## config.mk

```make
export PLATFORM = sky130hd
export DESIGN_NAME = alu_frame_ctrl
export DESIGN_NICKNAME = d
export VERILOG_FILES = /design/src/rtl/alu_pkg.sv /design/src/rtl/alu_frame_timer.sv /design/src/rtl/alu_frame_ctrl.sv
export SDC_FILE = /design/constraint.sdc
export NUM_CORES = 1
export LEC_CHECK = 0
export CAP_MARGIN = 20
export CORE_AREA = 2 2 74 76
export CTS_CLUSTER_DIAMETER = 120
export DETAILED_ROUTE_END_ITERATION = 7
export DIE_AREA = 0 0 76 78
export DONT_BUFFER_PORTS = 1
export GPL_TIMING_DRIVEN = 0
export SLEW_MARGIN = 0
export SYNTH_ARGS = -nofsm -noshare
export SYNTH_HDL_FRONTEND = slang
export SYNTH_SLANG_ARGS = --single-unit
export TNS_END_PERCENT = 20
```

## constraint.sdc

```tcl
create_clock -name i_clk -period 1.9 [get_ports i_clk]
set_input_delay 0.19 -clock i_clk [delete_from_list [all_inputs] [get_ports i_clk]]
set_output_delay 0.19 -clock i_clk [all_outputs]
set_load 0.005 [all_outputs]
```

## src/rtl/alu_pkg.sv

```systemverilog
// Shared definitions for the ALU frame controller: opcodes, FSM states and the opcode check.
package alu_pkg;

    localparam int unsigned OP_W = 6;

    localparam logic [OP_W-1:0] OP_ADD = 6'h20;
    localparam logic [OP_W-1:0] OP_SUB = 6'h22;
    localparam logic [OP_W-1:0] OP_AND = 6'h24;
    localparam logic [OP_W-1:0] OP_OR  = 6'h25;
    localparam logic [OP_W-1:0] OP_XOR = 6'h26;
    localparam logic [OP_W-1:0] OP_NOR = 6'h27;
    localparam logic [OP_W-1:0] OP_SRA = 6'h03;
    localparam logic [OP_W-1:0] OP_SRL = 6'h02;

    typedef enum logic [2:0] {
        StIdle,
        StGetB,
        StGetOp,
        StExec,
        StSend,
        StWaitTx
    } state_e;

    // Checks only the opcode field; the caller checks that the upper byte bits are zero.
    function automatic logic is_valid_op(input logic [OP_W-1:0] op);
        case (op)
            OP_ADD, OP_SUB, OP_AND, OP_OR, OP_XOR, OP_NOR, OP_SRA, OP_SRL: return 1'b1;
            default: return 1'b0;
        endcase
    endfunction

endpackage

```

## src/rtl/alu_frame_timer.sv

```systemverilog
// Saturating inter-byte counter; expire_o flags the cycle whose edge would reach TIMEOUT_CYC.
module alu_frame_timer #(
    parameter int unsigned TIMEOUT_CYC = 100000
) (
    input  logic clk_i,
    input  logic rst_ni,
    input  logic clr_i,
    input  logic en_i,
    output logic expire_o
);

    localparam int unsigned CntW = (TIMEOUT_CYC > 0) ? $clog2(TIMEOUT_CYC + 1) : 1;
    localparam logic [CntW-1:0] CntMax = CntW'(TIMEOUT_CYC);

    logic [CntW-1:0] cnt_q, cnt_d;

    always_comb begin
        cnt_d = cnt_q;
        if (clr_i) begin
            cnt_d = '0;
        end else if (en_i && (cnt_q != CntMax)) begin
            cnt_d = cnt_q + CntW'(1);
        end
    end

    always_ff @(posedge clk_i or negedge rst_ni) begin
        if (!rst_ni) begin
            cnt_q <= '0;
        end else begin
            cnt_q <= cnt_d;
        end
    end

    // A zero TIMEOUT_CYC disables expiry entirely.
    assign expire_o = (TIMEOUT_CYC != 0) && en_i && (cnt_q >= (CntMax - CntW'(1)));

endmodule

```

## src/rtl/alu_frame_ctrl.sv

```systemverilog
// Assembles {A, B, opcode} frames from UART RX, drives the ALU and hands the result to UART TX.
module alu_frame_ctrl
    import alu_pkg::*;
#(
    parameter int unsigned NB_DATA     = 8,
    parameter int unsigned NB_OP       = 6,
    parameter int unsigned TIMEOUT_CYC = 100000
) (
    input  logic               i_clk,
    input  logic               i_rst_n,
    input  logic [NB_DATA-1:0] i_rx_data,
    input  logic               i_rx_done,
    output logic [NB_DATA-1:0] o_alu_a,
    output logic [NB_DATA-1:0] o_alu_b,
    output logic [NB_OP-1:0]   o_alu_op,
    input  logic [NB_DATA-1:0] i_alu_result,
    output logic [NB_DATA-1:0] o_tx_data,
    output logic               o_tx_start,
    input  logic               i_tx_done,
    output logic               o_busy,
    output logic               o_err
);

    state_e               state_q, state_d;
    logic [NB_DATA-1:0]   alu_a_q, alu_a_d;
    logic [NB_DATA-1:0]   alu_b_q, alu_b_d;
    logic [NB_OP-1:0]     alu_op_q, alu_op_d;
    logic [NB_DATA-1:0]   tx_data_q, tx_data_d;
    logic                 err_q, err_d;
    logic                 op_valid;
    logic                 timer_clr, timer_en, timer_expire;

    assign op_valid  = (i_rx_data[NB_DATA-1:NB_OP] == '0) && is_valid_op(i_rx_data[NB_OP-1:0]);
    assign timer_en  = (state_q == StGetB) || (state_q == StGetOp);
    assign timer_clr = (state_q == StIdle) || i_rx_done;

    alu_frame_timer #(
        .TIMEOUT_CYC (TIMEOUT_CYC)
    ) u_timer (
        .clk_i    (i_clk),
        .rst_ni   (i_rst_n),
        .clr_i    (timer_clr),
        .en_i     (timer_en),
        .expire_o (timer_expire)
    );

    // A byte arriving in the expiry cycle takes priority over the timeout.
    always_comb begin
        state_d   = state_q;
        alu_a_d   = alu_a_q;
        alu_b_d   = alu_b_q;
        alu_op_d  = alu_op_q;
        tx_data_d = tx_data_q;
        err_d     = 1'b0;
        unique case (state_q)
            StIdle: begin
                if (i_rx_done) begin
                    alu_a_d = i_rx_data;
                    state_d = StGetB;
                end
            end
            StGetB: begin
                if (i_rx_done) begin
                    alu_b_d = i_rx_data;
                    state_d = StGetOp;
                end else if (timer_expire) begin
                    err_d   = 1'b1;
                    state_d = StIdle;
                end
            end
            StGetOp: begin
                if (i_rx_done) begin
                    if (op_valid) begin
                        alu_op_d = i_rx_data[NB_OP-1:0];
                        state_d  = StExec;
                    end else begin
                        err_d   = 1'b1;
                        state_d = StIdle;
                    end
                end else if (timer_expire) begin
                    err_d   = 1'b1;
                    state_d = StIdle;
                end
            end
            StExec: begin
                tx_data_d = i_alu_result;
                state_d   = StSend;
            end
            StSend: begin
                state_d = StWaitTx;
            end
            StWaitTx: begin
                if (i_tx_done) begin
                    state_d = StIdle;
                end
            end
            default: begin
                state_d = StIdle;
            end
        endcase
    end

    always_ff @(posedge i_clk or negedge i_rst_n) begin
        if (!i_rst_n) begin
            state_q   <= StIdle;
            alu_a_q   <= '0;
            alu_b_q   <= '0;
            alu_op_q  <= '0;
            tx_data_q <= '0;
            err_q     <= 1'b0;
        end else begin
            state_q   <= state_d;
            alu_a_q   <= alu_a_d;
            alu_b_q   <= alu_b_d;
            alu_op_q  <= alu_op_d;
            tx_data_q <= tx_data_d;
            err_q     <= err_d;
        end
    end

    assign o_alu_a    = alu_a_q;
    assign o_alu_b    = alu_b_q;
    assign o_alu_op   = alu_op_q;
    assign o_tx_data  = tx_data_q;
    assign o_tx_start = (state_q == StSend);
    assign o_busy     = (state_q != StIdle);
    assign o_err      = err_q;

endmodule
```

# Word-level counts from Yosys, hierarchy flattened
# Index checks and enable logic that the tools add are counted.
[word_totals] input_bits=20 ff_bits=51 wordCells=54 output_inout_bits=33
[classes] addsub=1 reduce_logical=14 n_lt_le_gt_ge=1 eq_ne=16 muxes=15
[op_table] operator="6-bit equality test, second input constant" count=6
[op_table] operator="17-bit two-way mux" count=2
[op_table] operator="3-bit one-hot mux with 6 select lines" count=1
[op_table] operator="17-bit by 1-bit adder with 17-bit output, second input constant" count=1
[op_table] operator="17-bit greater-or-equal comparator, second input constant" count=1
[op_table] operator="17-bit inequality test, second input constant" count=1
[op_table] operator="3-bit two-way mux" count=5
[op_table] operator="6-bit by 2-bit equality test with 1-bit output, second input constant" count=2
[op_table] operator="8-bit OR reduction" count=1
[op_table] operator="3-bit by 2-bit equality test with 1-bit output, second input constant" count=2
[op_table] operator="3-bit equality test, second input constant" count=2
[op_table] operator="2-bit AND reduction" count=3
[op_table] operator="1-bit two-way mux" count=5
[op_table] operator="2-bit inequality test, second input constant" count=2
[op_table] operator="3-bit by 1-bit equality test with 1-bit output, second input constant" count=1
[op_table] operator="1-bit logical AND" count=3
[op_table] operator="3-bit zero test" count=1
[op_table] operator="3-bit AND reduction" count=1
[op_table] operator="3-bit nonzero test" count=1
[op_table] operator="2-bit zero test" count=1
[op_table] operator="1-bit logical OR" count=2
[op_table] operator="2-bit two-way mux" count=1
[op_table] operator="1-bit one-hot mux with 2 select lines" count=1
[op_table] operator="2-bit nonzero test" count=1

# Longest topological paths before layout
# Gate-level depths: netlist of the first run.
[logic_depth] ltp_word=7 depth_mapped=6 ltp_nobuf=6

# Modules after synthesis
# From an unflattened synthesis of the first run, not the netlist that was laid out.
[unflattened] hier_cells=212 hier_area_um2=2436.1
[by_module_without_submodules] mod="alu_frame_ctrl" seq_area_each_um2=850.8 area_each_um2=1445.1 cells_per_inst=102 n_inst=1
[by_module_without_submodules] mod="alu_frame_timer" seq_area_each_um2=425.4 area_each_um2=991.0 cells_per_inst=110 n_inst=1

# Worst setup path after synthesis of the first run
# Ideal clock, no wire load.
[synth_path] kind="register to register" from="register u_timer.cnt_q[13]" to="register state_q[0]" n_path_buf=0 period_less_slack_ps=1784 t_arrival_ps=1658 setup_time_ps=126 path_stages_with_launch=5 setup_slack_ps=116 required_time_ps=1774 path_cell_list="dfrtp_1 > or4_4 > nor4_4 > a2bb2oi_1 > a311o_1"
[synth_via] elab_chain_cells=5 word_cells_on_any_way=6 classes_between="order compare: 1; mux: 4; reduce/logical: 1"
[synth_lines] element="from (decl)" line="alu_frame_timer.sv:15" text="logic [CntW-1:0] cnt_q, cnt_d;"
[synth_lines] element="from (signal assigned)" line="alu_frame_timer.sv:30" text="cnt_q <= cnt_d;"
[synth_lines] element="17-bit greater-or-equal comparator *" line="alu_frame_timer.sv:35" text="assign expire_o = (TIMEOUT_CYC != 0) && en_i && (cnt_q >= (CntMax - CntW'(1)));"
[synth_lines] element="1-bit logical AND *" line="alu_frame_timer.sv:35"
[synth_lines] element="3-bit two-way mux *"
[synth_lines] element="3-bit two-way mux, on equally long branches"
[synth_lines] element="3-bit one-hot mux with 6 select lines *"
[synth_lines] element="to (signal assigned)" line="alu_frame_ctrl.sv:105" text="state_q <= StIdle;"
[synth_lines] element="to (signal assigned)" line="alu_frame_ctrl.sv:112" text="state_q <= state_d;"
[synth_lines] element="to (decl)" line="alu_frame_ctrl.sv:24" text="state_e state_q, state_d;"
# Every way passes the cells marked *; elsewhere a longest branch is shown, timed or not.
# A chain may end at the register's enable or synchronous reset.

# Worst setup path in the final report of the first run
[layout_path] from="register u_timer.cnt_q[8]" to="register state_q[0]"
# Same word-level chain as after synthesis.

==> impl_summary.log, run 1 <==
[metrics] total core area: 5042 sq um
[metrics] critical path startpoint: u_timer.cnt_q[8]
[metrics] die outline width: 76 um
[metrics] power density over the cells: 1206 nW/um^2
[metrics] clock slew at reported path FFs: 0.09 ns
[metrics] final non-filler cell area: 2704 sq um
[metrics] number of buffers inserted during clock tree synthesis: 5
[metrics] wirelength, routed: 4976 um
[metrics] maximum fanout along the worst path: 7
[metrics] CTS root buf: clkbuf_8
[metrics] Worst Setup Path Type: reg2reg
[metrics] result of the run: finished, final reports clean
[metrics] number of instances in the synthesized netlist: 219
[metrics] Max rail drop VDD: 0.7265 mV
[metrics] number of warning messages in the yosys log: 0
[metrics] number of enable flip-flop cells after synthesis: 0
[metrics] sequential area share after synthesis: 0.5260
[metrics] capture instance of the worst register-to-register path: state_q[0]
[metrics] CP arrival: 2.00 ns
[metrics] sequential cell fraction of total power: 0.507
[metrics] first-iteration detailed-routing DRC count: 118
[metrics] combinational group share of total power: 0.300
[metrics] hold path startpoint: i_rx_data[2]
[metrics] site row count: 26
[metrics] CTS tree: done
[metrics] Leak: 1.098 nW
[metrics] DR vias: 1725
[metrics] CP Data Required Time: 2.09 ns
[metrics] number of cells traversed by the worst register-to-register path: 4
[metrics] antenna diode count: 0
[metrics] Fin. Hold Viols: 0
[metrics] total half-perimeter wirelength after legalization and detailed placement: 3592 um
[metrics] number of nets in the finished design: 251
[metrics] internal reg-to-reg setup slack: 0.09 ns
[metrics] Initial Utilization: 0.4811
[metrics] worst hold path stage count: 1
[metrics] layout overhead on the synthesized area: 11.45%
[metrics] element type at the critical path end: flip-flop
[metrics] clk sinks: 51
[metrics] antenna-violating nets left: 0
[metrics] max-cap viol count: 0
[metrics] total die area: 5928 sq um
[metrics] final critical-path required period: 1.807 ns
[metrics] Setup crit start kind: flip-flop
[metrics] wire length of the first global-routing pass: 8328 um
[metrics] fmax: 553.4 MHz
[metrics] post-route setup slack: 0.09314 ns
[metrics] reported net switching power: 1.107 mW
[metrics] worst hold endpoint: o_alu_b[2]
[metrics] GPL Wtd Cong: 0.7957
[metrics] clock latency on the worst-skew pair: 0.31 ns
[metrics] Setup Slack @ Placement: -0.07719 ns
[metrics] via density per instance: 5.750
[metrics] DRC violations left: 0
[metrics] fraction of the cycle the final worst path needs: 0.9510
[metrics] Final Max Tran Viols: 0
[metrics] Routed wire per std cell: 16.59 um
[metrics] global-route usage over all layers: 0.1766
[metrics] relative contribution of the clock network to total power: 0.193
[metrics] slew at the pin with the worst max-slew slack: 0.6648 ns
[metrics] total setup violations reported at the end of the flow: 0
[metrics] post-layout power: 3.261 mW
[metrics] final cell count without fillers: 300
[metrics] grt ovf: 0
[metrics] top library cells by usage in the layout, fill and taps aside: dfrtp_1 (50), mux2_2 (28), nand2_1 (21), or3_1 (10)
[metrics] Avg Cell Area, Syn: 11.08 sq um
[metrics] Bufs on Longest Clock Path: 2
[metrics] antenna violations before repair: 0
[metrics] Chip Height: 78 um
[metrics] most common library cell in the layout ignoring fill and taps: dfrtp_1
[metrics] count of placed standard cells including taps: 289
[metrics] Rel. slew slack: 0.5552
[metrics] number of distinct library cell variants in the gate-level netlist after synthesis: 43
[metrics] placed cell area: 2514 sq um
[metrics] clock tree skew after final layout: 0.005327 ns
[metrics] I/O Pins: 53
[metrics] switching portion of total power: 0.3395
[metrics] fill cell total of the finished layout: 439
[metrics] Synth Register Bits: 51
[metrics] synthesized area: 2426 sq um
[metrics] FFs w/ async S/R, synth: 1.000
[metrics] most common flop cell mapped by yosys: dfrtp_1
[metrics] total iterations of the first detailed-routing run: 4
[metrics] maximum number of pins on one net before global-route repair: 52
[metrics] # H-tree levels: 2
[metrics] net count of the mapped netlist: 241
[metrics] vias in the first global route: 1744
[metrics] layout cell share with drive strength beyond 1: 0.2652
[metrics] count of buffers inserted at the top-level ports: 0
[metrics] setup total negative slack: 0 ns
[metrics] Reg-to-Reg Start: u_timer.cnt_q[8]
[metrics] Internal Pwr Total: 2.154 mW
[metrics] class of the tightest hold or removal check: in2reg
-- how the worst max path moves through the flow --
stage	depth (start not counted)	to
final	4	state_q[0]
after global routing	5	u_timer.cnt_q[14]
after CTS	4	state_q[0]
after detailed placement	5	o_alu_a[6]
after global placement	5	u_timer.cnt_q[3]
after floorplan	4	state_q[0]
-- per-stage QoR --
step | hold slack [ns] | util
finish | 0.02604 | 0.5362
global route | 0.009056 | 0.5362
CTS | 0.01833 | 0.5270
detailed placement | -0.1045 | 0.4985
global placement | -0.1044 | 0.4985
floorplan | -0.1056 | -
-- flip-flops by register name, indices dropped and copies added, names as in the netlist --
signal and count:
o_err 1, u_timer.cnt_q 17, o_alu_b 8, state_q 3
o_alu_a 8, o_tx_data 8, o_alu_op 6
-- critical path, cell delays in order, from the launching register on --
cell and delay, ns:
dfrtp_2 0.45, or3b_2 0.50, nor4_4 0.30, a2bb2oi_2 0.12, a311o_1 0.33
-- power by group through the flow --
| stage | combinational, mW | sequential [mW] | clock, mW |
|---|---|---|---|
| final | 0.980 | 1.65 | 0.628 |
| after global routing | 1.09 | 1.69 | 0.703 |
| after CTS | 0.969 | 1.65 | 0.647 |
| after detailed placement | 0.926 | 1.67 | 0 |
| after global placement | 0.884 | 1.66 | 0 |
| after floorplan | 0.760 | 1.60 | 0 |
-- area by class of cell --
cell class	count	area [sq um]	area share
Sequential cell	51	1277	0.4725
Inverter	9	33.78	0.01249
Multi-Input combinational cell	150	1126	0.4165
Clock inverter	2	16.27	0.006016
Tap cell	70	87.58	0.03239
Buffer	8	37.54	0.01388
Timing Repair Buffer	4	52.55	0.01944
Clock buffer	6	72.57	0.02684
-- cell families after synthesis --
family / count (synthesis) / share of synthesized area
muxes: 32 / 0.1465
DFF: 51 / 0.5260
adders and majority gates: 2 / 0.01031
and+or+nand+nor: 80 / 0.1857
AOI/OAI and AO/OA: 32 / 0.08768
buffers and inverters: 18 / 0.02939
xor gates and xnor gates: 4 / 0.01444
-- repair_timing --
item / 4_1_cts / 5_1_grt
pin swaps: 0 / 5
endpoints found under the hold margin: 51 / 0
hold buffers: 2 / 0
resized for setup: 4 / 12
endpoints found under the setup margin: 28 / 29
buffers inserted: 0 / 2
cloned: 0 / 0
-- metal layers --
layer,share of wire,GRT usage
met1,0.42,0.2085
met2,0.50,0.2973
met3,0.059,0.05116
met4,0.023,0.08545
met5,0,0
-- Yosys cell counts, types with 2 or more instances --
cell | number | area share
mux2_2 | 28 | 0.13
a21oi_1 | 10 | 0.021
nand3_1 | 7 | 0.014
dfrtp_1 | 51 | 0.53
or2_2 | 3 | 0.0077
mux2i_1 | 4 | 0.017
buf_2 | 3 | 0.0062
clkbuf_1 | 6 | 0.0093
or4_1 | 4 | 0.012
ha_1 | 2 | 0.010
xnor2_1 | 4 | 0.014
nor2b_1 | 2 | 0.0052
nand2_1 | 21 | 0.032
nand2b_1 | 2 | 0.0052
inv_1 | 9 | 0.014
nand4_1 | 3 | 0.0077
and2_1 | 4 | 0.010
nor2_1 | 8 | 0.012
nor3_1 | 3 | 0.0062
or3_1 | 11 | 0.028
nor4_1 | 5 | 0.013
o211ai_1 | 2 | 0.0062
o21ai_0 | 7 | 0.014
(Power assumes the default switching activity.)
==> run 2, diff against run 1 <==
Settings changed: SLEW_MARGIN 0 to unset.
Clock period 1.9 ns to 2.3 ns, I/O delays scaled along.
==> run 2 against run 1 <==
Net effect:
- combinational power shrank 20%
- worst setup slack gained 0.24 ns
- critical path depth grew 1
- sequential cell count is the same
- clock skew grew 0.0022 ns
- global-route usage is essentially flat
- wire length is essentially flat
- die area is the same
- clock-buffer cell count is the same
- largest cell class unchanged
==> impl_summary.log, run 2 (synthesis gave the netlist of run 1 again) <==
[metrics] site row count: 26 (unchanged)
[metrics] number of cells traversed by the worst register-to-register path: 5 (+1)
[metrics] most common library cell in the layout ignoring fill and taps: dfrtp_1
[metrics] internal reg-to-reg setup slack: 0.33 ns (+0.24 ns)
[metrics] wire length of the first global-routing pass: 8328 um (unchanged)
[metrics] Initial Utilization: 0.4811 (unchanged)
[metrics] fmax: 508.7 MHz (-8.1%)
[metrics] met1 GRT Util: 0.2085 (unchanged)
[metrics] unrepaired setup endpoints after global routing: no
[metrics] final critical-path required period: 1.966 ns (+0.1591 ns)
[metrics] Rel. slew slack: 0.5094 (-0.04577)
[metrics] GPL Wtd Cong: 0.7957 (unchanged)
[metrics] CTS root buf: clkbuf_8
[metrics] element type at the critical path end: flip-flop
[metrics] number of buffers inserted during clock tree synthesis: 5 (unchanged)
[metrics] first-iteration detailed-routing DRC count: 130 (+10%)
[metrics] layout overhead on the synthesized area: 8.819%
[metrics] GR Layer Usage met2: 0.2964 (-0.0008929)
[metrics] grt ovf: 0 (unchanged)
[metrics] CP arrival: 2.16 ns (+0.16 ns)
[metrics] Worst Setup Path Type: reg2reg
[metrics] fraction of the cycle the final worst path needs: 0.8548 (-0.09623)
[metrics] I/O Pins: 53 (unchanged)
[metrics] power density over the cells: 1011 nW/um^2 (-16%)
[metrics] global-route usage over all layers: 0.1763 (-0.0002526)
[metrics] max-cap viol count: 0 (unchanged)
[metrics] footprint of the multi-input gates: 1079 sq um (-4.2%)
[metrics] DR vias: 1741 (+0.93%)
[metrics] fill cell total of the finished layout: 449 (+2.3%)
[metrics] capture instance of the worst register-to-register path: o_alu_a[6]
[metrics] Most flops, register: u_timer.cnt_q
[metrics] clock latency on the worst-skew pair: 0.31 ns (about the same)
[metrics] maximum fanout along the worst path: 10 (+3)
[metrics] Leak: 1.076 nW (-2.0%)
[metrics] FF+latch area: 1276 sq um (about the same)
[metrics] DRC violations left: 0 (unchanged)
[metrics] slew at the pin with the worst max-slew slack: 0.7292 ns (+0.06439 ns)
[metrics] critical path startpoint: state_q[1]
[metrics] setup total negative slack: 0 ns (unchanged)
[metrics] antenna violations before repair: 0 (unchanged)
[metrics] Routed wire per std cell: 16.65 um (+0.37%)
[metrics] wirelength, routed: 4978 um (about the same)
[metrics] antenna diode count: 0 (unchanged)
[metrics] layout cell share with drive strength beyond 1: 0.2009 (-0.06434)
[metrics] CTS tree: done
[metrics] number of hold buffers added after cts: 2 (unchanged)
[metrics] Critical Path End: o_alu_a[6]
[metrics] class of the tightest hold or removal check: in2reg
[metrics] top library cells by usage in the layout, fill and taps aside: dfrtp_1 (51), mux2_2 (28), nand2_1 (21), or3_1 (11), a21oi_1 (10)
[metrics] clock slew at reported path FFs: 0.10 ns (about the same)
[metrics] number of setup buffers added after CTS: 0 (unchanged)
[metrics] Setup crit start kind: flip-flop
[metrics] total setup violations reported at the end of the flow: 0 (unchanged)
[metrics] vias in the first global route: 1734 (-0.57%)
[metrics] Final Max Tran Viols: 0 (unchanged)
[metrics] max FFs per register: 17 (unchanged)
[metrics] Reg-to-Reg Start: state_q[1]
[metrics] count of buffers inserted at the top-level ports: 0 (unchanged)
[metrics] die outline width: 76 um (unchanged)
[metrics] most used routing layer: met2
[metrics] antenna-violating nets left: 0 (unchanged)
[metrics] via density per instance: 5.823 (+1.3%)
[metrics] post-CTS resize count: 0 (-4)
[metrics] clk sinks: 51 (unchanged)
[metrics] # H-tree levels: 2 (unchanged)
[metrics] global routing met3 resource utilization: 0.05116 (unchanged)
[metrics] total die area: 5928 sq um (unchanged)
[metrics] result of the run: finished, final reports clean
[metrics] total core area: 5042 sq um (unchanged)
[metrics] Max rail drop VDD: 0.5989 mV (-18%)
[metrics] Fin. Hold Viols: 0 (unchanged)
[metrics] total iterations of the first detailed-routing run: 5 (+1)
[metrics] CP Data Required Time: 2.50 ns (+0.41 ns)
[metrics] total half-perimeter wirelength after legalization and detailed placement: 3592 um (unchanged)
[metrics] maximum number of pins on one net before global-route repair: 52 (unchanged)
[metrics] count of placed standard cells including taps: 289 (unchanged)
[metrics] Bufs on Longest Clock Path: 2 (unchanged)
[metrics] final cell count without fillers: 299 (-0.33%)
[metrics] Chip Height: 78 um (unchanged)
[metrics] clock tree skew after final layout: 0.007555 ns (+0.002228 ns)
[metrics] number of nets in the finished design: 250 (-0.40%)
run 2: critical path, cell delays in order, from the launching register on:
cell and delay [ns]:
dfrtp_1 0.40, buf_2 0.18, nor3_1 0.49, and2_1 0.20, buf_2 0.22, mux2_2 0.36
run 2: per-layer routing:
layer  wire (um)  vias to the layer above  share of wire
li1            -                      805              -
met5           0                        -              0
met1        2106                      870           0.42
met4         105                        0          0.021
met2        2472                       56           0.50
met3         293                       10          0.059
run 2: final cells by class:
type / count / area share
Buffer: 9 / 0.01422
Clock buffer: 6 / 0.02749
Clock inverter: 2 / 0.006161
Inverter: 9 / 0.01280
Multi-Input combinational cell: 150 / 0.4085
Sequential cell: 51 / 0.4834
Tap cell: 70 / 0.03318
Timing Repair Buffer: 2 / 0.01422
run 2: worst min-delay path by stage:
| stage | start | end | slack (ns) | depth (start not counted) |
|---|---|---|---|---|
| 2_1_floorplan | i_rst_n | o_alu_a[0] | -0.07 | 0 |
| 3_3_place_gp | i_rst_n | o_tx_data[7] | -0.06 | 0 |
| 3_5_place_dp | i_rst_n | o_tx_data[3] | -0.06 | 0 |
| 4_1_cts | i_rx_data[0] | o_alu_op[0] | 0.06 | 1 |
| 5_1_grt | i_alu_result[0] | o_tx_data[0] | 0.05 | 1 |
| 6_report | i_alu_result[7] | o_tx_data[7] | 0.06 | 1 |
run 2: stage by stage:
step | util | hold slack [ns] | instance area (sq um) | total power [mW] | setup slack, ns
2_1_floorplan | - | -0.06559 | 2426 | 1.948 | 0.5161
5_1_grt | 0.5236 | 0.04905 | 2640 | 2.839 | 0.1149
3_3_place_gp | 0.4985 | -0.06442 | 2514 | 2.104 | 0.2828
4_1_cts | 0.5236 | 0.05833 | 2640 | 2.690 | 0.3066
3_5_place_dp | 0.4985 | -0.06445 | 2514 | 2.144 | 0.3228
6_report | 0.5236 | 0.06130 | 2640 | 2.668 | 0.3341
run 2: power breakdown:
group	internal, mW	switching, mW
combinational	0.384	0.397
sequential	1.16	0.203
clock	0.219	0.304
total	1.76	0.904
